===== config.mk =====
export PLATFORM = sky130hd
export DESIGN_NAME = sap_core
export DESIGN_NICKNAME = d
export VERILOG_FILES = /design/src/rtl/sap_core.sv
export SDC_FILE = /design/constraint.sdc
export NUM_CORES = 1
export LEC_CHECK = 0
export ABC_AREA = 1
export CAP_MARGIN = 20
export CORE_MARGIN = 2
export CORE_UTILIZATION = 51
export DETAILED_ROUTE_END_ITERATION = 16
export PLACE_DENSITY = 0.79
export SYNTH_ARGS = -nofsm -noshare
export SYNTH_HDL_FRONTEND = slang
export SYNTH_SLANG_ARGS = --single-unit
export TNS_END_PERCENT = 10

===== constraint.sdc =====
create_clock -name i_clk -period 3.34 [get_ports i_clk]
set_clock_uncertainty 0.1 [all_clocks]
set_input_delay 0.668 -clock i_clk [delete_from_list [all_inputs] [get_ports i_clk]]
set_output_delay 0.668 -clock i_clk [all_outputs]
set_load 0.005 [all_outputs]

===== src/rtl/sap_core.sv =====
// sap_core: parametrised multi-cycle accumulator CPU with on-chip program RAM,
// a programming port, run/pause control, an output register and halt state.
// Optional feature macro: SAP_FLAGS_EN adds carry/zero flags and makes
// JC/JZ conditional branches; without it opcodes 7 and 8 behave as NOPs.
// DATA_W must be at least 4 + ADDR_W so opcode and operand fit in one word.
module sap_core #(
  parameter int DATA_W = 8,
  parameter int ADDR_W = 4
) (
  input  logic              i_clk,
  input  logic              i_rst,
  input  logic              i_run,
  input  logic              i_prog_we,
  input  logic [ADDR_W-1:0] i_prog_addr,
  input  logic [DATA_W-1:0] i_prog_data,
  output logic [DATA_W-1:0] o_out,
  output logic              o_out_valid,
  output logic              o_halted,
  output logic [ADDR_W-1:0] o_pc
);

  localparam int DEPTH = 1 << ADDR_W;

  localparam logic [3:0] OP_LDA = 4'h1;
  localparam logic [3:0] OP_ADD = 4'h2;
  localparam logic [3:0] OP_SUB = 4'h3;
  localparam logic [3:0] OP_STA = 4'h4;
  localparam logic [3:0] OP_LDI = 4'h5;
  localparam logic [3:0] OP_JMP = 4'h6;
`ifdef SAP_FLAGS_EN
  localparam logic [3:0] OP_JC  = 4'h7;
  localparam logic [3:0] OP_JZ  = 4'h8;
`endif
  localparam logic [3:0] OP_OUT = 4'hE;
  localparam logic [3:0] OP_HLT = 4'hF;

  typedef enum logic [2:0] {
    ST_T0,
    ST_T1,
    ST_T2,
    ST_T3,
    ST_T4,
    ST_HALT
  } state_t;

  state_t            r_state;
  state_t            w_next_state;
  logic [ADDR_W-1:0] r_pc;
  logic [ADDR_W-1:0] r_mar;
  logic [DATA_W-1:0] r_ir;
  logic [DATA_W-1:0] r_a;
  logic [DATA_W-1:0] r_b;
  logic [DATA_W-1:0] r_out;
  logic              r_out_valid;
  logic [DATA_W-1:0] r_mem [DEPTH];

  logic [3:0]        w_opcode;
  logic [ADDR_W-1:0] w_operand;
  logic [DATA_W-1:0] w_imm;
  logic [DATA_W-1:0] w_mem_rd;
  logic              w_is_sub;
  logic [DATA_W-1:0] w_b_op;
  logic [DATA_W-1:0] w_result;
  logic              w_prog_ok;

  assign w_opcode  = r_ir[DATA_W-1 -: 4];
  assign w_operand = r_ir[ADDR_W-1:0];
  assign w_imm     = DATA_W'(r_ir[DATA_W-5:0]);
  assign w_mem_rd  = r_mem[r_mar];
  assign w_is_sub  = (w_opcode == OP_SUB);
  assign w_b_op    = w_is_sub ? ~r_b : r_b;

  // Programming writes only land while the core is idle and not running,
  // which also keeps them from ever colliding with an STA.
  assign w_prog_ok = i_prog_we && !i_run && (r_state == ST_T0 || r_state == ST_HALT);

`ifdef SAP_FLAGS_EN
  logic              r_c;
  logic              r_z;
  logic [DATA_W:0]   w_sum;
  assign w_sum    = {1'b0, r_a} + {1'b0, w_b_op} + (DATA_W+1)'(w_is_sub);
  assign w_result = w_sum[DATA_W-1:0];
`else
  assign w_result = r_a + w_b_op + DATA_W'(w_is_sub);
`endif

  // State register for the microsequencer.
  always_ff @(posedge i_clk or posedge i_rst) begin
    if (i_rst) r_state <= ST_T0;
    else       r_state <= w_next_state;
  end

  // Next-state logic: T0 waits for run, HLT diverts at T2, HALT is sticky.
  always_comb begin
    w_next_state = r_state;
    case (r_state)
      ST_T0:   if (i_run) w_next_state = ST_T1;
      ST_T1:   w_next_state = ST_T2;
      ST_T2:   w_next_state = (w_opcode == OP_HLT) ? ST_HALT : ST_T3;
      ST_T3:   w_next_state = ST_T4;
      ST_T4:   w_next_state = ST_T0;
      ST_HALT: w_next_state = ST_HALT;
      default: w_next_state = ST_T0;
    endcase
  end

  // Datapath registers: fetch, decode/execute micro-steps and output strobe.
  always_ff @(posedge i_clk or posedge i_rst) begin
    if (i_rst) begin
      r_pc        <= '0;
      r_mar       <= '0;
      r_ir        <= '0;
      r_a         <= '0;
      r_b         <= '0;
      r_out       <= '0;
      r_out_valid <= 1'b0;
`ifdef SAP_FLAGS_EN
      r_c         <= 1'b0;
      r_z         <= 1'b0;
`endif
    end else begin
      r_out_valid <= 1'b0;
      case (r_state)
        ST_T0: if (i_run) r_mar <= r_pc;
        ST_T1: begin
          r_ir <= w_mem_rd;
          r_pc <= r_pc + ADDR_W'(1);
        end
        ST_T2: begin
          case (w_opcode)
            OP_LDA, OP_ADD, OP_SUB, OP_STA: r_mar <= w_operand;
            OP_LDI: r_a  <= w_imm;
            OP_JMP: r_pc <= w_operand;
`ifdef SAP_FLAGS_EN
            OP_JC:  if (r_c) r_pc <= w_operand;
            OP_JZ:  if (r_z) r_pc <= w_operand;
`endif
            OP_OUT: begin
              r_out       <= r_a;
              r_out_valid <= 1'b1;
            end
            default: ;
          endcase
        end
        ST_T3: begin
          case (w_opcode)
            OP_LDA:         r_a <= w_mem_rd;
            OP_ADD, OP_SUB: r_b <= w_mem_rd;
            default: ;
          endcase
        end
        ST_T4: begin
          if (w_opcode == OP_ADD || w_opcode == OP_SUB) begin
            r_a <= w_result;
`ifdef SAP_FLAGS_EN
            r_c <= w_sum[DATA_W];
            r_z <= (w_result == '0);
`endif
          end
        end
        default: ;
      endcase
    end
  end

  // Program RAM writes: STA in T3 or an accepted programming-port write.
  // Contents are deliberately not reset so a reset keeps the program.
  always_ff @(posedge i_clk) begin
    if (r_state == ST_T3 && w_opcode == OP_STA) r_mem[r_mar] <= r_a;
    else if (w_prog_ok)                         r_mem[i_prog_addr] <= i_prog_data;
  end

  assign o_out       = r_out;
  assign o_out_valid = r_out_valid;
  assign o_halted    = (r_state == ST_HALT);
  assign o_pc        = r_pc;

endmodule


==> run metrics, run 1 <==
worst vdd ir 0.0005277 V; Die ar. 0.01629 mm2; final hold violation count 0; placed cell areas 0.008374 mm2; status completed; Die Wd 127.7 um; Worst-path clk slew 0.07 ns; Max Cap Viol 0; starting density of the core 0.5167; dpl hpwl 12,090 um; Worst-Margin Slew 0.9999 ns; fin nets 844; commonest non-fill, non-tap cell in the layout nand2_1; IO Count 30; drt wl/cell 18.38 um; number of synthesis warnings 0; CTS Root Cell clkbuf_16; post-cts hold buffer count 0; Psw 0.003710 W; mapped cell area 0.007797 mm2; Site Rows 45; Synth cell types 38; crit path max fanout 22; Worst Setup End Kind flip-flop; layout cells sized above 1 0.09868; Worst Path Class, Setup reg2reg; total grt overflow 0; HP Class reg2reg; WL met3 1456 um; 1st-iter DRT viols 721; IO buf count 29; sequential share of the synthesized area 0.6341; Clock Path Buffers 2; Post-synth EDFFs 128; routed wire length 18,730 um; Final Instance Area 0.008941 mm2; crit path time final 2.810 ns; critical path arrival 2.99 ns; TritonCTS clock tree yes; core area 0.01509 mm2; Pre-Repair DR Iteration Count 6; Tcrit/Tclk final 0.8412; most frequent cells in the layout nand2_1, edfxtp_1, nor2_1, inv_1, nand3_1; CTS resizes 0; Total Routing Usage GR 0.2393; synth-to-layout area growth 14.67%; Fmax achieved 355.9 MHz; Worst-Skew Late Latency 0.44 ns; Worst path max stage delay 0.80 ns; DRC 0; Max Transition Viols Final 0; Num CTS Buffers 17; # diodes 0; Finish-stage setup viols 0; family with the most delay on the worst path compound AO/OA/AOI/OAI gates; antenna-violating nets left 0; DRT met1 WL 7691 um; die span in y 127.7 um; PwrDens 982.9 mW/mm2; Top Metal Used met4; Synth Net Count 800; first-pass GRT wire length 29,150 um; crit path buf inv count 3; initial antenna violation count 0; Vias 5,841; cell count after synthesis 774; Comb pwr share 0.430; largest net degree at the start of global routing 76; Reg power frac 0.353; Final GP Congestion 0.8754; RSZ-0062 raised after global routing no; Switching Share 0.4222; Synth Flop Type edfxtp_1; syn_area_per_cell 10.07 um2; vias in the first global route 5,422; Vias/cell 5.732; leak pwr 3.621 nW; internal power 0.005078 W; Setup TNS Final 0 ns; crit path cell chain inv_1 > nand3_1 > inv_2 > o211ai_2 > nor2_1 > a21oi_1 > buf_4; Slew HR 0.3314; postcts setup bufs 0; met2 wire len 8918 um; slowest cell on the critical path o211ai_2; H-tree levels 4; Worst Path Required 3.52 ns; Clock Power Share 0.217; # clock sinks 172; synthesized flop and latch total 172; Worst setup SP type flip-flop; ys async rst share 0.2558
area by class of cell:
type,instances,area (um2)
fillers,1172,6148
flip-flops and latches,172,4946
multi-input cells,496,2422
repair buffers,55,485.5
clock buffers,19,432.9
inverters,76,285.3
well taps,188,235.2
clock inverters,13,133.9
cells in the mapped netlist, drive strengths merged (4+ instances only):
cell | count | area, um2
a21oi | 24 | 120.1
a31oi | 4 | 25.02
buf | 21 | 111.4
clkbuf | 9 | 33.78
dfrtp | 44 | 1101
edfxtp | 128 | 3844
ha | 9 | 112.6
inv | 75 | 281.5
mux2 | 6 | 67.56
nand2 | 143 | 539.3
nand3 | 56 | 280.3
nand4 | 5 | 37.53
nor2 | 121 | 466.7
o211ai | 21 | 162.6
o21ai | 88 | 447.9
xor2 | 7 | 61.31
per-stage QoR:
| stage | util | cells | setup WS, ns | hold slack [ns] | power, W |
|---|---|---|---|---|---|
| 5_1_grt | 0.5925 | 1019 | 0.3524 | 0.4022 | 0.009297 |
| 3_5_place_dp | 0.5550 | 987 | 0.3231 | 0.3699 | 0.006775 |
| 2_1_floorplan | - | 774 | 1.179 | 0.3725 | 0.005612 |
| 3_3_place_gp | 0.5550 | 987 | 0.3631 | 0.3639 | 0.006685 |
| 4_1_cts | 0.5925 | 1019 | 0.5894 | 0.3858 | 0.008717 |
| 6_report | 0.5925 | 1019 | 0.5305 | 0.3821 | 0.008788 |
layer usage:
metal	up-vias	track usage
met2	295	0.3721
met5	-	0
li1	2717	-
met4	0	0.1118
met3	54	0.04466
met1	2775	0.3296
flip-flops by register name, summed over array words and instances, names as in the netlist:
name / cells
r_mem: 128
o_out: 8
r_a: 8
r_b: 8
r_ir: 8
o_pc: 4
r_mar: 4
r_state: 3
o_out_valid: 1
worst min-delay path: cells and delay by family, from the launching register on:
family           cells  cell delay [ns]
flip-flops           1             0.34
AND/OR/NAND/NOR      2             0.11
final timing paths:
path	endpoint	cells after the start	start	slack (ns)
setup / recovery	r_mem[14][7]	7	r_state[1]	0.53
hold / removal	o_out[1]	2	o_out[1]	0.38
setup reg to reg	r_mem[14][7]	7	r_state[1]	0.53
hold reg to reg	o_out[1]	2	o_out[1]	0.38
max in group asynchronous	r_mar[0]	2	i_rst	1.86
min in group asynchronous	o_out[7]	2	i_rst	0.66
power groups by stage:
stage / sequential, W / combinational, W / clock, W
detailed placement: 0.00314 / 0.00364 / 0
global route: 0.00314 / 0.00416 / 0.00199
CTS: 0.00310 / 0.00371 / 0.00191
finish: 0.00311 / 0.00378 / 0.00191
floorplan: 0.00307 / 0.00254 / 0
global placement: 0.00314 / 0.00355 / 0
logic make-up (layout without fill, tap and decap cells):
group                      count (synthesis)  count (layout)  synth area share
muxes                                      7               7          0.009948
AOI/OAI and AO/OA                        142             142            0.1014
buffers and inverters                    106             163           0.05520
adders and majority gates                 10              10           0.01701
xor gates and xnor gates                   9               9           0.01011
DFF                                      172             172            0.6341
and+or+nand+nor                          328             328            0.1722
No activity file was read; power rests on OpenSTA's default activity.
==> run 2: changes to the inputs <==
--- a/config.mk
+++ b/config.mk
@@ -10,7 +10,7 @@
 export CORE_MARGIN = 2
 export CORE_UTILIZATION = 51
 export DETAILED_ROUTE_END_ITERATION = 16
-export PLACE_DENSITY = 0.79
+export PLACE_DENSITY = 0.81
 export SYNTH_ARGS = -nofsm -noshare
 export SYNTH_HDL_FRONTEND = slang
 export SYNTH_SLANG_ARGS = --single-unit
==> constraint.sdc (replaced) <==
create_clock -name i_clk -period 2.45 [get_ports i_clk]
set_clock_uncertainty 0.1 [all_clocks]
set_input_delay 0.49 -clock i_clk [delete_from_list [all_inputs] [get_ports i_clk]]
set_output_delay 0.49 -clock i_clk [all_outputs]
set_load 0.005 [all_outputs]
==> run metrics, run 2 (synthesis results as in run 1) <==
status completed; layout cells sized above 1 0.1243; die span in y 127.7 um; core area 0.01509 mm2; family with the most delay on the worst path simple AND/OR/NAND/NOR gates; worst vdd ir 0.0007012 V; # clock sinks 172; Max Cap Viol 0; first-pass GRT wire length 30,220 um; Finish-stage setup viols 0; initial antenna violation count 0; Max Transition Viols Final 0; largest register by flop count r_mem; Worst Path Required 2.49 ns; Post-Place Cells 1,007; starting density of the core 0.5167; Worst-Skew Late Latency 0.44 ns; crit path cell chain nand3_1 > inv_2 > o211ai_4 > buf_4 > nand2_1 > o21ai_1 > nand3_2 > nor2_1 > buf_4; Worst Path Class, Setup reg2reg; Clock Path Buffers 2; Fmax achieved 430.5 MHz; Worst Setup End Kind flip-flop; slowest cell on the critical path dfrtp_1; 1st-iter DRT viols 800; vias in the first global route 5,556; Tcrit/Tclk final 0.9480; most frequent CP cell buf_4; HP Class in2async; total grt overflow 0; Final GP Congestion 0.9424; crit path buf inv count 3; Core Util, Final 0.6080; leak pwr 3.752 nW; Setup TNS Final 0 ns; commonest non-fill, non-tap cell in the layout nand2_1; critical path arrival 2.36 ns; DRC 0; Pre-Repair DR Iteration Count 6; CTS Root Cell clkbuf_16; Vias 5,965; Largest register FFs 128; Setup crit start r_state[2]; Die Wd 127.7 um; post-cts hold buffer count 0; crit path max fanout 8; Site Rows 45; crit path time final 2.323 ns; Power, Total 0.01233 W; r2r startpoint r_state[2]; # diodes 0; dpl hpwl 12,910 um; H-tree levels 4; Worst path max stage delay 0.41 ns; Worst-Margin Slew 0.5237 ns; largest net degree at the start of global routing 76; Die ar. 0.01629 mm2; most frequent cells in the layout nand2_1, edfxtp_1, nor2_1, inv_1, nand3_1; Vias/cell 5.730; IO Count 30; IO buf count 29; Num CTS Buffers 17; Post-Layout Cell Count 1,041; routed wire length 19,530 um; final hold violation count 0; TritonCTS clock tree yes; PwrDens 1344 mW/mm2; fin nets 866; Slew HR 0.6499; synth-to-layout area growth 17.67%; Worst-path clk slew 0.07 ns; drt wl/cell 18.76 um; antenna-violating nets left 0; Worst setup SP type flip-flop; Total Routing Usage GR 0.2469
==> run 2: changes by cell type in the layout (fill, tap and decap cells not counted), moves of 2 or more <==
| cell | previous run | this run |
|---|---|---|
| clkbuf_1 | 2 | 0 |
| clkinv_1 | 1 | 4 |
| buf_12 | 0 | 4 |
| clkinv_4 | 2 | 5 |
| inv_6 | 6 | 4 |
| buf_4 | 26 | 44 |
==> run 2: worst reg2reg max path: stages, from the launching register on <==
cell and delay (ns):
dfrtp_1 0.41, nand3_1 0.14, inv_2 0.08, o211ai_4 0.31, buf_4 0.21, nand2_1 0.08, o21ai_1 0.17, nand3_2 0.18
nor2_1 0.16, buf_4 0.19
==> run 2: layout make-up <==
| type | instances | area [um2] |
|---|---|---|
| clock inverters | 15 | 136.4 |
| clock buffers | 17 | 425.4 |
| well taps | 188 | 235.2 |
| inverters | 76 | 285.3 |
| flip-flops and latches | 172 | 4946 |
| multi-input cells | 496 | 2446 |
| fillers | 1146 | 5914 |
| repair buffers | 77 | 700.7 |
==> run 2: per-stage QoR <==
stage          setup WS, ns  instance area (um2)  hold WS, ns
2_1_floorplan        0.3223                 7797       0.3725
3_3_place_gp       -0.05744                 8574       0.3648
3_5_place_dp        -0.1585                 8574       0.3726
4_1_cts             0.03558                 9136       0.2741
5_1_grt            -0.01281                 9175       0.3027
6_report             0.1273                 9175       0.2639
==> run 2: worst paths after layout <==
| path | depth (start not counted) | slack (ns) | to |
|---|---|---|---|
| setup / recovery | 9 | 0.13 | r_mem[14][7] |
| hold / removal | 2 | 0.26 | o_out[6] |
| setup reg to reg | 9 | 0.13 | r_mem[14][7] |
| hold reg to reg | 2 | 0.38 | o_out[2] |
| max in group asynchronous | 3 | 1.50 | r_mar[0] |
| min in group i_clk | 2 | 0.38 | o_out[2] |
==> run 2: metal layers <==
metal / track usage / up-vias / routed length, um
met2: 0.3885 / 342 / 9059
li1: - / 2758 / -
met1: 0.3354 / 2814 / 8003
met3: 0.05342 / 51 / 1774
met5: 0 / - / 0
met4: 0.1054 / 0 / 691
==> run 2: repair_timing <==
item | 4_1_cts | 5_1_grt
endpoints found under the setup margin | 0 | 90
resized for setup | 0 | 5
buffers inserted | 0 | 2
==> run 2: where the power goes <==
part	total (W)	switching [W]	leakage, nW	internal [W]
Sequential	0.00423	0.000311	1.71	0.00392
Clock	0.00258	0.00117	0.277	0.00141
Combinational	0.00552	0.00367	1.77	0.00185
Total	0.0123	0.00515	3.75	0.00718
